`config.mk`:
```
export PLATFORM = sky130hd
export DESIGN_NAME = uart_mmio_ctrl
export DESIGN_NICKNAME = d
export VERILOG_FILES = /design/src/rtl/uart_mmio_ctrl.sv
export SDC_FILE = /design/constraint.sdc
export NUM_CORES = 1
export LEC_CHECK = 0
export ABC_AREA = 1
export CORE_MARGIN = 1
export CORE_UTILIZATION = 35
export CTS_BUF_LIST = sky130_fd_sc_hd__clkbuf_2
export CTS_CLUSTER_DIAMETER = 30
export DETAILED_ROUTE_END_ITERATION = 12
export HOLD_SLACK_MARGIN = 0.02
export RECOVER_POWER = 25
export SYNTH_ARGS = -nofsm -noshare
export SYNTH_HDL_FRONTEND = slang
export SYNTH_SLANG_ARGS = --single-unit
```
`constraint.sdc`:
```
create_clock -name clk -period 8.8 [get_ports clk]
set_clock_uncertainty 0.15 [all_clocks]
set_input_delay 1.32 -clock clk [delete_from_list [all_inputs] [get_ports clk]]
set_output_delay 1.32 -clock clk [all_outputs]
set_load 0.02 [all_outputs]
```
`src/rtl/uart_mmio_ctrl.sv`:
```
// uart_mmio_ctrl: CPU register front-end for the UART serializers.
// Buffers TX/RX bytes in FIFOs, sequences the transmitter and raises a level irq.
module uart_mmio_ctrl #(
  parameter int unsigned DEPTH        = 16,
  parameter int unsigned PAYLOAD_BITS = 8,
  parameter logic [63:0] BASE_ADDR    = 64'h5000_0000
) (
  input  logic                    clk,
  input  logic                    rst_n,
  input  logic [63:0]             bus_addr,
  input  logic [31:0]             bus_wdata,
  input  logic                    bus_wen,
  input  logic                    bus_ren,
  output logic [31:0]             bus_rdata,
  input  logic                    uart_tx_busy,
  output logic                    uart_tx_en,
  output logic [PAYLOAD_BITS-1:0] uart_tx_data,
  input  logic                    uart_rx_valid,
  input  logic [PAYLOAD_BITS-1:0] uart_rx_data,
  input  logic                    uart_rx_break,
  output logic                    irq
);

  localparam int unsigned PW = $clog2(DEPTH);
  localparam int unsigned CW = PW + 1;
  localparam logic [63:0] DATA_ADDR   = BASE_ADDR;
  localparam logic [63:0] STATUS_ADDR = BASE_ADDR + 64'h4;
  localparam logic [63:0] CTRL_ADDR   = BASE_ADDR + 64'h8;

  typedef enum logic [1:0] {IDLE, WAIT_BUSY, WAIT_DONE} state_t;

  state_t state, state_next;
  logic [1:0] wait_cnt;
  logic       tx_pop_c;

  logic [PAYLOAD_BITS-1:0] tx_mem [DEPTH];
  logic [PAYLOAD_BITS-1:0] rx_mem [DEPTH];
  logic [PW-1:0] tx_wp, tx_rp, rx_wp, rx_rp;
  logic [CW-1:0] tx_cnt, rx_cnt;
  logic rx_ie, tx_ie, rx_ovr, tx_ovf, brk;

  logic sel_data, sel_status, sel_ctrl;
  logic wr_data, wr_ctrl, rd_data;
  logic tx_full, tx_empty, rx_full, rx_empty, tx_idle;
  logic tx_push, tx_flush, rx_push, rx_pop, rx_flush;
  logic tx_ovf_set, rx_ovr_set;
  logic [PAYLOAD_BITS-1:0] rx_head;
  logic unused_wdata;

  assign unused_wdata = ^bus_wdata[31:PAYLOAD_BITS];

  // Address decode and FIFO status
  assign sel_data   = (bus_addr == DATA_ADDR);
  assign sel_status = (bus_addr == STATUS_ADDR);
  assign sel_ctrl   = (bus_addr == CTRL_ADDR);
  assign wr_data    = bus_wen & sel_data;
  assign wr_ctrl    = bus_wen & sel_ctrl;
  assign rd_data    = bus_ren & sel_data;

  assign tx_full  = (tx_cnt == CW'(DEPTH));
  assign tx_empty = (tx_cnt == '0);
  assign rx_full  = (rx_cnt == CW'(DEPTH));
  assign rx_empty = (rx_cnt == '0);
  assign tx_idle  = (state == IDLE) & tx_empty;
  assign rx_head  = rx_mem[rx_rp];

  // Flush wins over pushes; a full RX FIFO still accepts when popped the same cycle
  assign tx_flush   = wr_ctrl & bus_wdata[2];
  assign rx_flush   = wr_ctrl & bus_wdata[3];
  assign tx_push    = wr_data & ~tx_full & ~tx_flush;
  assign tx_ovf_set = wr_data & tx_full;
  assign rx_pop     = rd_data & ~rx_empty;
  assign rx_push    = uart_rx_valid & (~rx_full | rx_pop) & ~rx_flush;
  assign rx_ovr_set = uart_rx_valid & rx_full & ~rx_pop;

  // TX FIFO storage
  always_ff @(posedge clk) begin
    if (tx_push) tx_mem[tx_wp] <= bus_wdata[PAYLOAD_BITS-1:0];
  end

  // RX FIFO storage
  always_ff @(posedge clk) begin
    if (rx_push) rx_mem[rx_wp] <= uart_rx_data;
  end

  // TX FIFO pointers and count
  always_ff @(posedge clk or negedge rst_n) begin
    if (!rst_n) begin
      tx_wp  <= '0;
      tx_rp  <= '0;
      tx_cnt <= '0;
    end else if (tx_flush) begin
      tx_wp  <= '0;
      tx_rp  <= '0;
      tx_cnt <= '0;
    end else begin
      if (tx_push)  tx_wp <= tx_wp + PW'(1);
      if (tx_pop_c) tx_rp <= tx_rp + PW'(1);
      tx_cnt <= tx_cnt + CW'(tx_push) - CW'(tx_pop_c);
    end
  end

  // RX FIFO pointers and count
  always_ff @(posedge clk or negedge rst_n) begin
    if (!rst_n) begin
      rx_wp  <= '0;
      rx_rp  <= '0;
      rx_cnt <= '0;
    end else if (rx_flush) begin
      rx_wp  <= '0;
      rx_rp  <= '0;
      rx_cnt <= '0;
    end else begin
      if (rx_push) rx_wp <= rx_wp + PW'(1);
      if (rx_pop)  rx_rp <= rx_rp + PW'(1);
      rx_cnt <= rx_cnt + CW'(rx_push) - CW'(rx_pop);
    end
  end

  // Control bits, sticky flags (set beats same-cycle clear) and registered irq
  always_ff @(posedge clk or negedge rst_n) begin
    if (!rst_n) begin
      rx_ie  <= 1'b0;
      tx_ie  <= 1'b0;
      rx_ovr <= 1'b0;
      tx_ovf <= 1'b0;
      brk    <= 1'b0;
      irq    <= 1'b0;
    end else begin
      if (wr_ctrl) begin
        rx_ie <= bus_wdata[0];
        tx_ie <= bus_wdata[1];
      end
      rx_ovr <= rx_ovr_set    | (rx_ovr & ~(wr_ctrl & bus_wdata[4]));
      tx_ovf <= tx_ovf_set    | (tx_ovf & ~(wr_ctrl & bus_wdata[5]));
      brk    <= uart_rx_break | (brk    & ~(wr_ctrl & bus_wdata[6]));
      irq    <= (rx_ie & ~rx_empty) | (tx_ie & tx_idle);
    end
  end

  // TX FSM state register and lost-start timer
  always_ff @(posedge clk or negedge rst_n) begin
    if (!rst_n) begin
      state    <= IDLE;
      wait_cnt <= '0;
    end else begin
      state    <= state_next;
      wait_cnt <= (state == WAIT_BUSY) ? wait_cnt + 2'd1 : 2'd0;
    end
  end

  // TX FSM next state
  always_comb begin
    state_next = state;
    case (state)
      IDLE:      if (!tx_empty && !uart_tx_busy) state_next = WAIT_BUSY;
      WAIT_BUSY: if (uart_tx_busy) state_next = WAIT_DONE;
                 else if (wait_cnt == 2'd3) state_next = IDLE;
      WAIT_DONE: if (!uart_tx_busy) state_next = IDLE;
      default:   state_next = IDLE;
    endcase
  end

  // TX FSM outputs: launch decision pops the FIFO head
  always_comb begin
    tx_pop_c = 1'b0;
    if (state == IDLE && !tx_empty && !uart_tx_busy) tx_pop_c = 1'b1;
  end

  // Registered transmitter strobe and data (data holds between launches)
  always_ff @(posedge clk or negedge rst_n) begin
    if (!rst_n) begin
      uart_tx_en   <= 1'b0;
      uart_tx_data <= '0;
    end else begin
      uart_tx_en <= tx_pop_c;
      if (tx_pop_c) uart_tx_data <= tx_mem[tx_rp];
    end
  end

  // Register read mux
  always_comb begin
    bus_rdata = '0;
    if (sel_data) begin
      if (!rx_empty) begin
        bus_rdata[31]                 = 1'b1;
        bus_rdata[PAYLOAD_BITS-1:0]   = rx_head;
      end
    end else if (sel_status) begin
      bus_rdata[0]     = tx_full;
      bus_rdata[1]     = tx_empty;
      bus_rdata[2]     = rx_full;
      bus_rdata[3]     = rx_empty;
      bus_rdata[4]     = rx_ovr;
      bus_rdata[5]     = tx_ovf;
      bus_rdata[6]     = brk;
      bus_rdata[7]     = tx_idle;
      bus_rdata[15:8]  = 8'(rx_cnt);
      bus_rdata[23:16] = 8'(tx_cnt);
    end else if (sel_ctrl) begin
      bus_rdata[1:0] = {tx_ie, rx_ie};
    end
  end

endmodule
```
==> impl_metrics.toml, run 1 <==
[clock_tree]
cts_tree = "yes"
insertion_delay_ns = 0.97
cts_root_buf = "clkbuf_2"
clk_pin_slew_ns = 0.10
cts_resized = 0
h-tree-depth = 3
hold_buffers = 0
cts_setup_buffers = 0
cts_sinks = 301
cts_buffers = 80
clockBufferDepth = 3

[grt]
antenna_found_initial = 3
grt_max_degree = 73
grt_pass1_wl_mm = 50.1
grt_overflow_total = 0
grt_pass1_vias = 8928
grt_usage = 0.171

[logic_synthesis]
synth-edff-count = 256
ys_seq_area_frac = 0.667
yosysUniqueCellTypes = 39
avgSynthCellArea_um2 = 11.0
yosysWarnings = 0
async_flop_share = 0.150
syn_area_um2 = 13200
netlist_instances = 1201
synth_ff_type = "edfxtp_1"
ys_seq_elements = 301

[sta]
holdWs_ns = 0.307
slew_headroom = -0.907
setup_tns_ns = 0
worst_pin_slew_ns = 2.86
max_freq_mhz = 178
rsz0062_at_grt = "false"
setup_viol = 0
slew_violations = 46
hold_viol = 0
finalCriticalPeriod_ns = 5.61
layout_worst_path_cycle_share = 0.637

[placement]
placed_cells = 1774
dp_hpwl_mm = 20.4
port_buffers = 115
gp_congestion = 0.834
placed_area_um2 = 14800

[detailed_routing]
drt-total-wl_mm = 32.6
viasPerCell = 4.84
ant_nets = 0
vias = 9310
drt-pass1-iter-count = 5
remaining_drc_errors = 0
drt-initial-drc-count = 821
wl_per_cell_um = 16.9

[critical_path]
worstPathArrival_ns = 4.14
cp.required_ns = 7.33
critPathLaunchType = "flip-flop"
worst-path-max-fanout = 14
end_kind = "output port"
rrSetupSlack_ns = 4.84
timing_worst_setup_path_type = "reg -> out"

[finish]
final_nets = 1488
stdcell_area_um2 = 15500
fin_cells = 1925
syn2layout_area_growth_pct = 17.4
fill_cells = 3514
drive_above_1_share = 0.117

[floorplanning]
die_x_um = 196
dieHeight_um = 196
start_util = 0.358
io_pins = 153
core_um2 = 36900
die_area_um2 = 38500
num_rows = 70

[outcome]
violations = "capacitance limit, slew limit"
status = "complete, but fails checks"

[power]
p_leak_nw = 5.62
cellPowerDensity_nw_per_um2 = 238
peakVddDrop_mv = 0.143
power.total_mw = 3.69

[job]
drv_cap = 1

[min_path]
hp-class = "reg -> reg"
## flip-flops by register name, summed over array words and instances, names as in the netlist, 4 cells and up
signal,count
uart_tx_data,8
rx_cnt,5
tx_wp,4
rx_mem,128
tx_mem,128
rx_wp,4
tx_rp,4
rx_rp,4
tx_cnt,5
## report_power, final
| group | internal (mW) | switching (mW) | total, mW |
|---|---|---|---|
| Combinational | 0.345 | 0.641 | 0.986 |
| Clock | 0.374 | 0.584 | 0.958 |
| Sequential | 1.67 | 0.0709 | 1.74 |
| Total | 2.39 | 1.30 | 3.69 |
## cell families (layout without fill, tap and decap cells)
logic type | count (synthesis) | in the layout | synth area share
other cells | 1 | 18 | 0.000284
compound gates | 217 | 217 | 0.0929
fa+ha+maj | 25 | 25 | 0.0248
simple gates | 517 | 517 | 0.164
xor+xnor | 14 | 14 | 0.00929
flops | 301 | 301 | 0.667
buf+inv | 126 | 329 | 0.0418
## worst max-delay path, stage by stage, from the launching register on
cell and delay, ns:
dfrtp_1 0.62, inv_2 0.23, nor2_1 0.86, nand3_1 0.23, nand2_1 0.17, o21ai_0 0.16
nand3_1 0.17, nand3_1 0.15, clkdlybuf4s50_1 0.58
## per-layer routing
layer	share of wire	vias up	track usage
met5	0	-	0
met4	0.016	0	0.0628
met3	0.068	43	0.0364
met2	0.45	347	0.256
met1	0.47	4403	0.242
li1	-	4517	-
## placed cells by master (no fill, tap or decap), drive strengths merged, types with 5 or more instances in the layout
cell type and count:
o21ai 133, nand4 10, inv 57, nand3 60
edfxtp 256, o211ai 36, clkdlybuf4s50 101, o22ai 12
diode 5, a31oi 6, nor2 279, a21oi 21
dfrtp 45, nand2 160, clkinv 24, dlygate4sd3 13
clkbuf 123, conb 13, xor2 11, ha 23
buf 8
## per-stage QoR
stage          setup slack (ns)   util
6_report                   3.19  0.421
5_1_grt                    3.00  0.421
4_1_cts                    3.14  0.420
3_5_place_dp               3.28  0.401
3_3_place_gp               3.25  0.401
2_1_floorplan              4.69      -
## Yosys cell counts (2+ instances only)
cell      number  share of area
a31oi_1        6         0.0028
nand2_1      160          0.045
nand4_1        8         0.0038
inv_1         53          0.015
buf_2         15         0.0057
ha_1          23          0.022
o22ai_1       12         0.0057
nand3_4        3         0.0040
nand4_2        2         0.0019
o221ai_1       2         0.0013
nand3_1       56          0.021
nor2_1       265          0.075
nand3b_1       2         0.0011
a21oi_1       21         0.0080
xnor2_1        3         0.0020
nor3_1         4         0.0015
nor2_4         2         0.0017
fa_1           2         0.0030
xor2_1        11         0.0073
inv_2          3        0.00085
nor2_2        12         0.0057
o211ai_1      36          0.020
clkinv_1       3        0.00085
clkbuf_1      36          0.010
a211oi_1       3         0.0017
edfxtp_1     256           0.58
dfrtp_1       45          0.085
o21ai_0      133          0.050
buf_4         14         0.0080
## area by class of cell
class | instances | area, µm² | share of cell area
inverter | 59 | 221 | 0.0143
multi-input combinational | 786 | 3880 | 0.251
clock buffer | 121 | 606 | 0.0390
clock inverter | 25 | 130 | 0.00839
timing repair buffer | 124 | 1210 | 0.0778
antenna | 5 | 12.5 | 0.000807
tap | 504 | 631 | 0.0407
sequential | 301 | 8820 | 0.569
## path summary, 6_finish.rpt
check | startpoint | cells past startpoint | to
max in group asynchronous | rst_n | 2 | tx_rp[1]
worst min register to register | wait_cnt[0] | 1 | wait_cnt[0]
worst max register to register | tx_cnt[3] | 18 | tx_cnt[4]
worst min-delay path | wait_cnt[0] | 1 | wait_cnt[0]
worst max-delay path | rx_rp[2] | 8 | bus_rdata[0]
min in group asynchronous | rst_n | 2 | uart_tx_data[4]
(Power assumes the default switching activity.)
==> run 2, diff against run 1 <==
clock period = 4.83 ns   (was 8.8 ns; I/O delays follow)
==> impl_metrics.toml, run 2 (synthesis gave the netlist of run 1 again) <==
[outcome]
status = "complete, but fails checks"
violations = "capacitance limit, slew limit"

[placement]
place_ws_ns = 0.580
port_buffers = 115
dp_hpwl_mm = 21.1
gp_congestion = 0.845

[critical_path]
cp_common_cell = "nand3_1"
cp.required_ns = 3.96
critPathLaunchType = "flip-flop"
cpMaxStageDelayCell = "dfrtp_1"
timing_worst_setup_path_type = "reg -> out"
cp_slowest_stage_delay_ns = 0.62
worstPathArrival_ns = 3.66
worst-path-max-fanout = 14
path_cells = "inv_2 -> nor2_2 -> nand3_1 -> nand2_1 -> o21ai_0 -> nand3_1 -> nand3_1 -> clkdlybuf4s50_1"
end_kind = "output port"

[finish]
layout_common_cells = "264 x nor2_1, 256 x edfxtp_1, 160 x nand2_1"
final_nets = 1501
fill_cells = 3581
syn2layout_area_growth_pct = 18.5
top_regs = "rx_mem: 128 flops, tx_mem: 128 flops, uart_tx_data: 8 flops"
drive_above_1_share = 0.124
layout_commonest_cell = "nor2_1"

[floorplanning]
core_um2 = 36900
num_rows = 70
start_util = 0.358
die_area_um2 = 38500
dieHeight_um = 196
die_x_um = 196
io_pins = 153

[detailed_routing]
drt-initial-drc-count = 681
ant_nets = 0
drt-pass1-iter-count = 6
viasPerCell = 4.83
remaining_drc_errors = 0
wl_per_cell_um = 17.0
drt-total-wl_mm = 32.8
vias = 9343

[sta]
slew_violations = 46
rsz0062_at_grt = "false"
holdWs_ns = 0.281
setup_viol = 0
max_freq_mhz = 221
fin_ws_ns = 0.300
finalCriticalPeriod_ns = 4.53
setup_tns_ns = 0
hold_viol = 0
layout_worst_path_cycle_share = 0.938
worst_pin_slew_ns = 2.85
slew_headroom = -0.898

[clock_tree]
insertion_delay_ns = 0.91
cts_tree = "yes"
clockBufferDepth = 3
cts_sinks = 301
cts_root_buf = "clkbuf_2"
h-tree-depth = 3
cts_buffers = 82
clk_pin_slew_ns = 0.09

[grt]
grt_overflow_total = 0
grt_max_degree = 72
met3_usage = 0.0392
grtUsageMet1 = 0.239
grt_usage = 0.171
gr-usage-met2 = 0.261
grt_busiest_layer = "met2"
antenna_found_initial = 1
grt_pass1_wl_mm = 50.1
grt_pass1_vias = 9082

[power]
p_int_mw = 4.50
sw_frac_of_total = 0.344
p_sw_mw = 2.36
p_comb_frac = 0.252
power.total_mw = 6.86
clock_power_share = 0.275
peakVddDrop_mv = 0.174
p_leak_nw = 5.70
cellPowerDensity_nw_per_um2 = 438
seq_power_share = 0.474

[job]
drv_cap = 1

[min_path]
hp-class = "in -> reg"
## run 2: routing by layer
layer  vias up  part of all wire  wire (µm)
met5         -                 0          0
met4         0             0.016        532
met3        40             0.065       2130
met2       339              0.45      14800
met1      4429              0.47      15300
li1       4535                 -          -
## run 2: final cells by class
class,instances,area [µm²],share of cell area
inverters,59,221,0.0141
multi-input cells,786,3890,0.248
clock inverters,32,225,0.0144
diodes,1,2.50,0.000160
clock buffers,115,576,0.0368
well taps,504,631,0.0403
flip-flops and latches,301,8820,0.563
repair buffers,135,1290,0.0825
## run 2: stage by stage
| stage | instances | utilization | cell area (µm²) |
|---|---|---|---|
| after global routing | 1933 | 0.424 | 15700 |
| after floorplan | 1213 | - | 13300 |
| after detailed placement | 1784 | 0.403 | 14800 |
| after CTS | 1932 | 0.425 | 15700 |
| after global placement | 1784 | 0.403 | 14800 |
| final | 1933 | 0.424 | 15700 |
## run 2: path summary, 6_finish.rpt
kind / start / end / slack, ns / cells past startpoint
min in group asynchronous: rst_n / uart_tx_data[6] / 1.22 / 3
max in group asynchronous: rst_n / rx_rp[0] / 1.44 / 3
worst max register to register: tx_cnt[3] / tx_cnt[4] / 1.50 / 18
worst max-delay path: rx_rp[2] / bus_rdata[0] / 0.30 / 8
worst min register to register: wait_cnt[0] / wait_cnt[0] / 0.30 / 1
worst min-delay path: uart_rx_break / brk / 0.28 / 2
## run 2: repair_timing
| action | 4_1_cts | 5_1_grt |
|---|---|---|
| hold endpoints to repair | 45 | 0 |
| hold buffers | 1 | 0 |
| buffers inserted | 0 | 0 |
| setup endpoints to repair | 7 | 0 |
| gates resized for setup | 1 | 0 |
## run 2: power by group through the flow
stage | Sequential [mW] | Combinational (mW) | Clock, mW
after floorplan | 3.23 | 1.19 | 0
after global placement | 3.30 | 1.69 | 0
after detailed placement | 3.31 | 1.73 | 0
after CTS | 3.25 | 1.75 | 1.93
after global routing | 3.27 | 1.94 | 2.07
final | 3.25 | 1.73 | 1.88
## run 2: worst max-delay path: cells and delay by family (launching register included)
kind	cells	cell delay (ns)
buffers and inverters	2	0.81
AND/OR/NAND/NOR	5	1.14
flip-flops	1	0.62
AO/OA/AOI/OAI	1	0.17
==> run 3, diff against run 2 <==
MAX_ROUTING_LAYER = met4   (was default)
==> impl_metrics.toml, run 3 (synthesis gave the netlist of run 1 again) <==
[detailed_routing]
ant_nets = 0
vias = 9346
viasPerCell = 4.83
remaining_drc_errors = 0
drt-initial-drc-count = 635
wl_per_cell_um = 16.9
drt-total-wl_mm = 32.7
drt-pass1-iter-count = 5

[critical_path]
critPathLaunchType = "flip-flop"
rrSetupSlack_ns = 1.51
cp.required_ns = 3.96
cp_common_cell = "nand3_1"
r2r-end = "tx_cnt[4]"
worst-path-buf-inv = 2
path_cells = "inv_2 -> nor2_2 -> nand3_1 -> nand2_1 -> o21ai_0 -> nand3_1 -> nand3_1 -> clkdlybuf4s50_1"
r2r-start = "tx_cnt[3]"
reg2reg_depth = 18
cpMaxStageDelayCell = "dfrtp_1"
crit_family = "simple AND/OR/NAND/NOR gates"
worstPathArrival_ns = 3.63
cp_slowest_stage_delay_ns = 0.60
worst-path-max-fanout = 14
timing_worst_setup_path_type = "reg -> out"
end_kind = "output port"

[sta]
max_freq_mhz = 222
worst_pin_slew_ns = 2.83
finalCriticalPeriod_ns = 4.50
setup_tns_ns = 0
fin_ws_ns = 0.327
slew_violations = 46
setup_viol = 0
hold_viol = 0
slew_headroom = -0.888
rsz0062_at_grt = "false"
layout_worst_path_cycle_share = 0.932

[grt]
grtUsageMet1 = 0.240
gr-usage-met2 = 0.261
met3_usage = 0.0364
grt_usage = 0.176
grt_busiest_layer = "met2"
grt_overflow_total = 0
grt_max_degree = 72
grt_pass1_vias = 9095
grt_pass1_wl_mm = 50.0
antenna_found_initial = 1

[clock_tree]
insertion_delay_ns = 0.90
cts_setup_buffers = 0
cts_sinks = 301
clk_pin_slew_ns = 0.09
cts_root_buf = "clkbuf_2"
clockBufferDepth = 3
cts_tree = "yes"
cts_buffers = 82
h-tree-depth = 3

[finish]
layout_common_cells = "264 x nor2_1, 256 x edfxtp_1, 160 x nand2_1"
syn2layout_area_growth_pct = 18.5
drive_above_1_share = 0.124
final_nets = 1501
layout_commonest_cell = "nor2_1"
fin_cells = 1933
stdcell_area_um2 = 15700
top_regs = "rx_mem: 128 flops, tx_mem: 128 flops, uart_tx_data: 8 flops"

[min_path]
hold_depth = 2
hp-class = "in -> reg"
hold_path_end = "brk"
hold_start = "uart_rx_break"

[placement]
place_ws_ns = 0.580
placed_area_um2 = 14800
port_buffers = 115
gp_congestion = 0.860
placed_cells = 1784
dp_hpwl_mm = 21.1

[job]
drv_cap = 1

[floorplanning]
die_area_um2 = 38500
dieHeight_um = 196
core_um2 = 36900
die_x_um = 196
num_rows = 70
start_util = 0.358
io_pins = 153

[power]
power.total_mw = 6.86
peakVddDrop_mv = 0.173
p_leak_nw = 5.70
cellPowerDensity_nw_per_um2 = 438

[outcome]
violations = "capacitance limit, slew limit"
status = "complete, but fails checks"
## run 3: cell counts in the layout (fill, tap and decap cells not counted)
No cell type changed its count.
## run 3: timing repair
action / in CTS / in global routing
endpoints found under the hold margin: 45 / 0
hold buffers: 1 / 0
resized for setup: 1 / 0
setup endpoints to repair: 7 / 0
## run 3: cell type report
cell class                 instances  area, µm²
timing repair buffer             135       1290
clock buffer                     115        576
inverter                          59        221
antenna                            1       2.50
fill                            3581      21200
multi-input combinational        786       3890
tap                              504        631
sequential                       301       8820
clock inverter                    32        225
## run 3: layer usage
layer,up-vias,wire [µm]
li1,4537,-
met1,4409,15000
met2,361,14800
met3,39,2350
met4,0,524
met5,-,0
## run 3: worst max-delay path by stage
stage	start	end	slack, ns	depth (start not counted)
floorplan	bus_addr[15]	rx_cnt[4]	1.37	20
global placement	bus_addr[15]	bus_rdata[7]	0.62	11
detailed placement	bus_addr[30]	rx_cnt[4]	0.58	22
CTS	rx_rp[2]	bus_rdata[0]	0.22	8
global route	rx_rp[2]	bus_rdata[6]	0.05	10
finish	rx_rp[2]	bus_rdata[0]	0.33	8
## run 3: power breakdown
group | internal [mW] | switching, mW | leakage (nW)
Combinational | 0.635 | 1.09 | 2.27
Clock | 0.817 | 1.07 | 0.588
Sequential | 3.05 | 0.202 | 2.84
Total | 4.50 | 2.36 | 5.70
## run 3: stage by stage
stage,utilization,hold WS (ns)
global placement,0.403,0.270
CTS,0.425,0.183
finish,0.424,0.291
floorplan,-,0.260
detailed placement,0.403,0.285
global route,0.424,0.205
